==> config.mk <==
export PLATFORM = sky130hd
export DESIGN_NAME = fetch_stage
export DESIGN_NICKNAME = d
export VERILOG_FILES = /design/src/rtl/fetch_stage_pkg.sv /design/src/rtl/fetch_stage_ifid_register.sv /design/src/rtl/fetch_stage.sv
export SDC_FILE = /design/constraint.sdc
export NUM_CORES = 1
export LEC_CHECK = 0
export CELL_PAD_IN_SITES_DETAIL_PLACEMENT = 1
export CELL_PAD_IN_SITES_GLOBAL_PLACEMENT = 1
export CORE_MARGIN = 2
export CORE_UTILIZATION = 38
export DETAILED_ROUTE_END_ITERATION = 12
export PLACE_DENSITY = 0.88
export RECOVER_POWER = 25
export SLEW_MARGIN = 15
export SYNTH_ARGS = -nofsm -noshare
export SYNTH_HDL_FRONTEND = slang
export SYNTH_SLANG_ARGS = --single-unit
export TNS_END_PERCENT = 1
==> constraint.sdc <==
create_clock -name clk -period 2.7 [get_ports clk]
set_input_delay 0.405 -clock clk [delete_from_list [all_inputs] [get_ports clk]]
set_output_delay 0.405 -clock clk [all_outputs]
set_load 0.05 [all_outputs]
==> src/rtl/fetch_stage_pkg.sv <==
// Shared pipeline definitions for the instruction-fetch stage and its IF/ID register.
package fetch_stage_pkg;

    localparam int unsigned XLEN = 32;

    localparam logic [XLEN-1:0] RESET_PC  = 32'h0000_0000;
    localparam logic [XLEN-1:0] NOP_INSTR = 32'h0000_0000;

    typedef enum logic [1:0] {
        ST_FETCH = 2'd0,
        ST_HOLD  = 2'd1,
        ST_DRAIN = 2'd2
    } fetch_state_e;

    typedef struct packed {
        logic [XLEN-1:0] instr;
        logic [XLEN-1:0] pc_plus4;
        logic            valid;
    } ifid_t;

    localparam ifid_t IFID_BUBBLE = '{instr: NOP_INSTR, pc_plus4: '0, valid: 1'b0};

    // Targets are word addresses; low two bits never reach the PC.
    function automatic logic [XLEN-1:0] word_align(input logic [XLEN-1:0] a);
        return a & ~XLEN'(3);
    endfunction

endpackage

==> src/rtl/fetch_stage_ifid_register.sv <==
// IF/ID pipeline register: write-enable, flush-to-bubble, async active-low reset.
module ifid_register
    import fetch_stage_pkg::*;
(
    input  logic  clk,
    input  logic  rst_n,
    input  logic  we_i,
    input  logic  flush_i,
    input  ifid_t d_i,
    output ifid_t q_o
);

    ifid_t ifid_q;

    // Flush outranks write so a redirect always leaves a bubble.
    always_ff @(posedge clk or negedge rst_n) begin
        if (!rst_n) begin
            ifid_q <= IFID_BUBBLE;
        end else if (flush_i) begin
            ifid_q <= IFID_BUBBLE;
        end else if (we_i) begin
            ifid_q <= d_i;
        end
    end

    assign q_o = ifid_q;

endmodule

==> src/rtl/fetch_stage.sv <==
// Instruction-fetch stage: PC, ready-handshake memory reads, skid buffer and drain
// of abandoned reads, feeding the IF/ID register.
module fetch_stage
    import fetch_stage_pkg::*;
(
    input  logic            clk,
    input  logic            rst_n,
    input  logic            pc_write_i,
    input  logic            ifid_write_i,
    input  logic            branch_taken_i,
    input  logic [XLEN-1:0] branch_target_i,
    input  logic            jump_i,
    input  logic [XLEN-1:0] jump_target_i,
    output logic            imem_req_o,
    output logic [XLEN-1:0] imem_addr_o,
    input  logic            imem_ready_i,
    input  logic [XLEN-1:0] imem_rdata_i,
    output logic [XLEN-1:0] pc_o,
    output logic [XLEN-1:0] ifid_instruction_o,
    output logic [XLEN-1:0] ifid_pc_plus4_o,
    output logic            ifid_valid_o
);

    fetch_state_e    state_q, state_d;
    logic [XLEN-1:0] pc_q, pc_d;
    logic [XLEN-1:0] addr_q, addr_d;
    logic            req_q, req_d;
    ifid_t           skid_q, skid_d;

    ifid_t           ifid_d, ifid_q;
    logic            ifid_we, ifid_flush;
    logic            advance, redirect, rdy;
    logic [XLEN-1:0] target, pc_inc;

    always_ff @(posedge clk or negedge rst_n) begin
        if (!rst_n) begin
            state_q <= ST_FETCH;
            pc_q    <= RESET_PC;
            addr_q  <= RESET_PC;
            req_q   <= 1'b0;
            skid_q  <= IFID_BUBBLE;
        end else begin
            state_q <= state_d;
            pc_q    <= pc_d;
            addr_q  <= addr_d;
            req_q   <= req_d;
            skid_q  <= skid_d;
        end
    end

    always_comb begin
        advance    = pc_write_i & ifid_write_i;
        redirect   = jump_i | branch_taken_i;
        target     = jump_i ? word_align(jump_target_i) : word_align(branch_target_i);
        rdy        = imem_ready_i & req_q;
        pc_inc     = pc_q + XLEN'(4);

        state_d    = state_q;
        pc_d       = pc_q;
        skid_d     = skid_q;
        ifid_d     = IFID_BUBBLE;
        ifid_we    = 1'b0;
        ifid_flush = ifid_write_i;

        case (state_q)
            ST_FETCH: begin
                if (rdy) begin
                    if (advance) begin
                        ifid_d     = '{instr: imem_rdata_i, pc_plus4: pc_inc, valid: 1'b1};
                        ifid_we    = 1'b1;
                        ifid_flush = 1'b0;
                        pc_d       = pc_inc;
                    end else begin
                        skid_d  = '{instr: imem_rdata_i, pc_plus4: pc_inc, valid: 1'b1};
                        state_d = ST_HOLD;
                    end
                end
            end
            ST_HOLD: begin
                if (advance) begin
                    ifid_d     = skid_q;
                    ifid_we    = 1'b1;
                    ifid_flush = 1'b0;
                    pc_d       = pc_inc;
                    skid_d     = IFID_BUBBLE;
                    state_d    = ST_FETCH;
                end
            end
            ST_DRAIN: begin
                if (rdy) begin
                    state_d = ST_FETCH;
                end
            end
            default: state_d = ST_FETCH;
        endcase

        // A read still in flight must complete before the target can be requested.
        if (redirect) begin
            pc_d       = target;
            skid_d     = IFID_BUBBLE;
            ifid_we    = 1'b0;
            ifid_flush = 1'b1;
            state_d    = (req_q && !rdy) ? ST_DRAIN : ST_FETCH;
        end

        req_d  = (state_d != ST_HOLD);
        addr_d = (state_d == ST_DRAIN) ? addr_q : pc_d;
    end

    ifid_register u_ifid_register (
        .clk     (clk),
        .rst_n   (rst_n),
        .we_i    (ifid_we),
        .flush_i (ifid_flush),
        .d_i     (ifid_d),
        .q_o     (ifid_q)
    );

    assign imem_req_o         = req_q;
    assign imem_addr_o        = addr_q;
    assign pc_o               = pc_q;
    assign ifid_instruction_o = ifid_q.instr;
    assign ifid_pc_plus4_o    = ifid_q.pc_plus4;
    assign ifid_valid_o       = ifid_q.valid;

endmodule

==> impl_metrics.json <==
{
  "clkSlewWorstSetupHoldPaths_ns": 0.08,
  "final.setup.worst_slack_ns": 0.100,
  "die_width_um": 157,
  "synth_edf_count": 0,
  "clk-insertion-delay-late_ns": 0.44,
  "post_synth_instance_area_mm2": 0.00891,
  "floorplan.io_pins": 233,
  "crit_fanout": 6,
  "design.die.area_mm2": 0.0247,
  "setup_violations": 0,
  "synth-async-reset-ratio_pct": 100,
  "place_ws_ns": 0.0613,
  "dr.pass1.iters": 5,
  "seq_area_mm2": 0.00493,
  "core.rowCount": 56,
  "grt_util_all_layers_pct": 25.7,
  "synth-warning-count": 0,
  "post_synth_num_cell_types": 52,
  "layout.filler_cells": 2533,
  "cts_bufs_inserted": 17,
  "timing.setup.tns_ns": 0,
  "slew_violations": 77,
  "post-cts-setup-buffers": 0,
  "postSynthAreaPerCell_um2": 10.5,
  "cpPeakStageDelay_ns": 0.54,
  "antenna-diode-count": 0,
  "run_status": "complete, but fails checks",
  "final_cell_area_mm2": 0.0124,
  "crit_path_cell_trace": "ha_1 > nand3_1 > nor4_4 > nand3_2 > nor2_1 > xnor2_1 > o22ai_1",
  "antenna_violations_before_repair": 0,
  "detailed_place_hpwl_um": 22100,
  "layout_worst_path_cycle_share_pct": 96.3,
  "core-area_mm2": 0.0233,
  "worst_ir_drop_vdd_mv": 0.374,
  "cts_hold_buffers": 0,
  "final.min_clock_period_ns": 2.60,
  "placement.io_buffers": 228,
  "crit_buf_inv": 0,
  "die-height_um": 157,
  "detail_routed_net_length_per_standard_cell_um": 22.4,
  "synthFlopType": "sky130_fd_sc_hd__dfrtp_1",
  "detailedRoute.firstIterationViolations": 572,
  "power.leakage_nw": 5.06,
  "multiInputGateArea_mm2": 0.00370,
  "post_route_cells_drive_above_1_share_pct": 10.2,
  "netlist_instances": 849,
  "worst-endpoint-arrival_ns": 2.90,
  "hold_path.class": "register to register",
  "gpl.final_weighted_congestion": 0.871,
  "crit_family": "simple AND/OR/NAND/NOR gates",
  "hold-worst-slack_ns": 0.480,
  "vias": 7985,
  "drt_drc_violations_left": 0,
  "slew_headroom_pct": -34.3,
  "critical_path.startpoint_type": "register",
  "grt_first_pass_wirelength_um": 48900,
  "post_synthesis_net_count": 954,
  "drtAntennaViolNets": 0,
  "clock_tree_from_tritoncts": "done",
  "critical_path.endpoint_type": "register",
  "powerDensity_mw_per_mm2": 602,
  "placement_stage_cell_area_mm2": 0.0118,
  "grt_overflow_total": 0,
  "clock_tree.root_cell": "sky130_fd_sc_hd__clkbuf_16",
  "drv_cap": 1,
  "ys_seq_area_share_pct": 55.3,
  "timing.final.hold_violations": 0,
  "avgViaCountPerCell": 5.66,
  "worst_setup_skew_after_layout_ns": 0.0169,
  "clk_path_buf_depth": 2,
  "worst-endpoint-required_ns": 3.00,
  "design.final.nets": 1184,
  "number_of_global_route_vias_before_repair": 8552,
  "critical_path.slowest_cell": "sky130_fd_sc_hd__nor4_4",
  "ys_ff_latch": 197,
  "cts_num_sinks": 197,
  "cts-resized-gates": 0,
  "h-tree-depth": 4,
  "critical_path_class": "register to register",
  "finalWirelength_um": 31600,
  "fmax_ghz": 0.385,
  "grt_start_max_net_pins": 78,
  "failed_checks": "max-capacitance violations, max-slew violations",
  "rsz_0062_raised_after_global_routing": "yes",
  "area_delta_synth_final_pct": 38.8,
  "initial_utilization_pct": 38.3,
  "tightest_slew_ns": 2.02
}
==> registers in the layout, summed over array words and instances (netlist names) <==
| signal | cells |
|---|---|
| skid_q | 65 |
| u_ifid_register.q_o | 65 |
| imem_addr_o | 32 |
| pc_o | 32 |
| state_q | 2 |
| imem_req_o | 1 |
==> final cells by class <==
| cell class | count | share of cell area [%] |
|---|---|---|
| inverter | 12 | 0.364 |
| clock inverter | 15 | 1.53 |
| clock buffer | 17 | 3.44 |
| multi-input combinational | 580 | 29.9 |
| timing repair buffer | 271 | 21.7 |
| tap | 319 | 3.23 |
| sequential | 197 | 39.8 |
==> cells in the final DEF, fill, tap and decap left out, types with 6 or more instances in the layout <==
master / n
sky130_fd_sc_hd__xor2_1: 25
sky130_fd_sc_hd__inv_1: 11
sky130_fd_sc_hd__a31oi_1: 7
sky130_fd_sc_hd__clkbuf_16: 17
sky130_fd_sc_hd__and2_1: 7
sky130_fd_sc_hd__nand4_1: 17
sky130_fd_sc_hd__o21ai_0: 86
sky130_fd_sc_hd__nand2_1: 107
sky130_fd_sc_hd__nand3_1: 17
sky130_fd_sc_hd__a21oi_1: 23
sky130_fd_sc_hd__o21ai_1: 10
sky130_fd_sc_hd__nor3_1: 12
sky130_fd_sc_hd__nor2_1: 31
sky130_fd_sc_hd__a22oi_1: 61
sky130_fd_sc_hd__dfrtp_1: 197
sky130_fd_sc_hd__mux2_2: 13
sky130_fd_sc_hd__mux2i_1: 6
sky130_fd_sc_hd__a22o_1: 34
sky130_fd_sc_hd__xnor2_1: 26
sky130_fd_sc_hd__o22ai_1: 15
sky130_fd_sc_hd__buf_4: 34
sky130_fd_sc_hd__and3_1: 10
sky130_fd_sc_hd__nor2b_1: 6
sky130_fd_sc_hd__mux2_1: 10
sky130_fd_sc_hd__buf_12: 7
sky130_fd_sc_hd__clkdlybuf4s50_1: 227
==> stage by stage <==
step	power, mW	util [%]	std cells
finish	7.44	53.2	1411
detailed placement	4.79	50.7	1379
CTS	7.48	53.3	1411
global placement	4.75	50.7	1379
floorplan	4.08	-	849
global route	7.70	53.2	1411
==> worst register-to-register path: stages (launching register included) <==
cell,delay [ns]
sky130_fd_sc_hd__dfrtp_1,0.45
sky130_fd_sc_hd__ha_1,0.28
sky130_fd_sc_hd__nand3_1,0.29
sky130_fd_sc_hd__nor4_4,0.54
sky130_fd_sc_hd__nand3_2,0.21
sky130_fd_sc_hd__nor2_1,0.24
sky130_fd_sc_hd__xnor2_1,0.26
sky130_fd_sc_hd__o22ai_1,0.18
==> path summary, 6_finish.rpt <==
check	from	to	slack, ns	cells after the start
max in group asynchronous	rst_n	skid_q[49]	0.41	2
max	pc_o[3]	u_ifid_register.q_o[29]	0.10	7
min reg2reg	u_ifid_register.q_o[33]	u_ifid_register.q_o[33]	0.48	2
max reg2reg	pc_o[3]	u_ifid_register.q_o[29]	0.10	7
min in group asynchronous	rst_n	u_ifid_register.q_o[38]	0.51	1
min	u_ifid_register.q_o[33]	u_ifid_register.q_o[33]	0.48	2
==> layer usage <==
layer	up-vias	share of wire (%)	global-route usage, %
li1	3533	-	-
met1	4059	41	33.0
met2	331	49	43.1
met3	62	7.3	6.31
met4	0	2.5	7.92
met5	-	0	0
==> power by group <==
part	switching, mW	leakage, nW	internal [mW]	total, mW
logic	0.951	2.17	0.547	1.50
clock network	1.28	0.299	1.41	2.69
registers	0.164	2.59	3.09	3.26
==> cells in the mapped netlist, drive strengths merged (8+ instances only) <==
cell / number / area share, %
dfrtp: 197 / 55
nand2: 108 / 4.6
o21ai: 98 / 5.7
a22oi: 61 / 5.1
clkbuf: 36 / 1.5
a22o: 34 / 3.3
nor2: 33 / 1.4
a21oi: 26 / 1.6
xnor2: 26 / 2.6
xor2: 25 / 2.5
buf: 24 / 1.3
mux2: 23 / 2.9
nand3: 21 / 1.5
nand4: 17 / 1.2
o22ai: 15 / 1.1
nor3: 14 / 0.97
inv: 12 / 0.51
and3: 11 / 0.77
and2: 8 / 0.56
nor4: 8 / 1.1
==> cells by family (layout without fill, tap and decap cells) <==
family	Yosys count	after routing	synth area share (%)
xor+xnor	51	51	5.01
mux	29	29	3.58
fa+ha+maj	2	2	0.281
simple gates	238	238	13.5
compound gates	260	260	19.0
buf+inv	72	315	3.31
flops	197	197	55.3
Note: power is estimated with default switching activity, not from simulation.
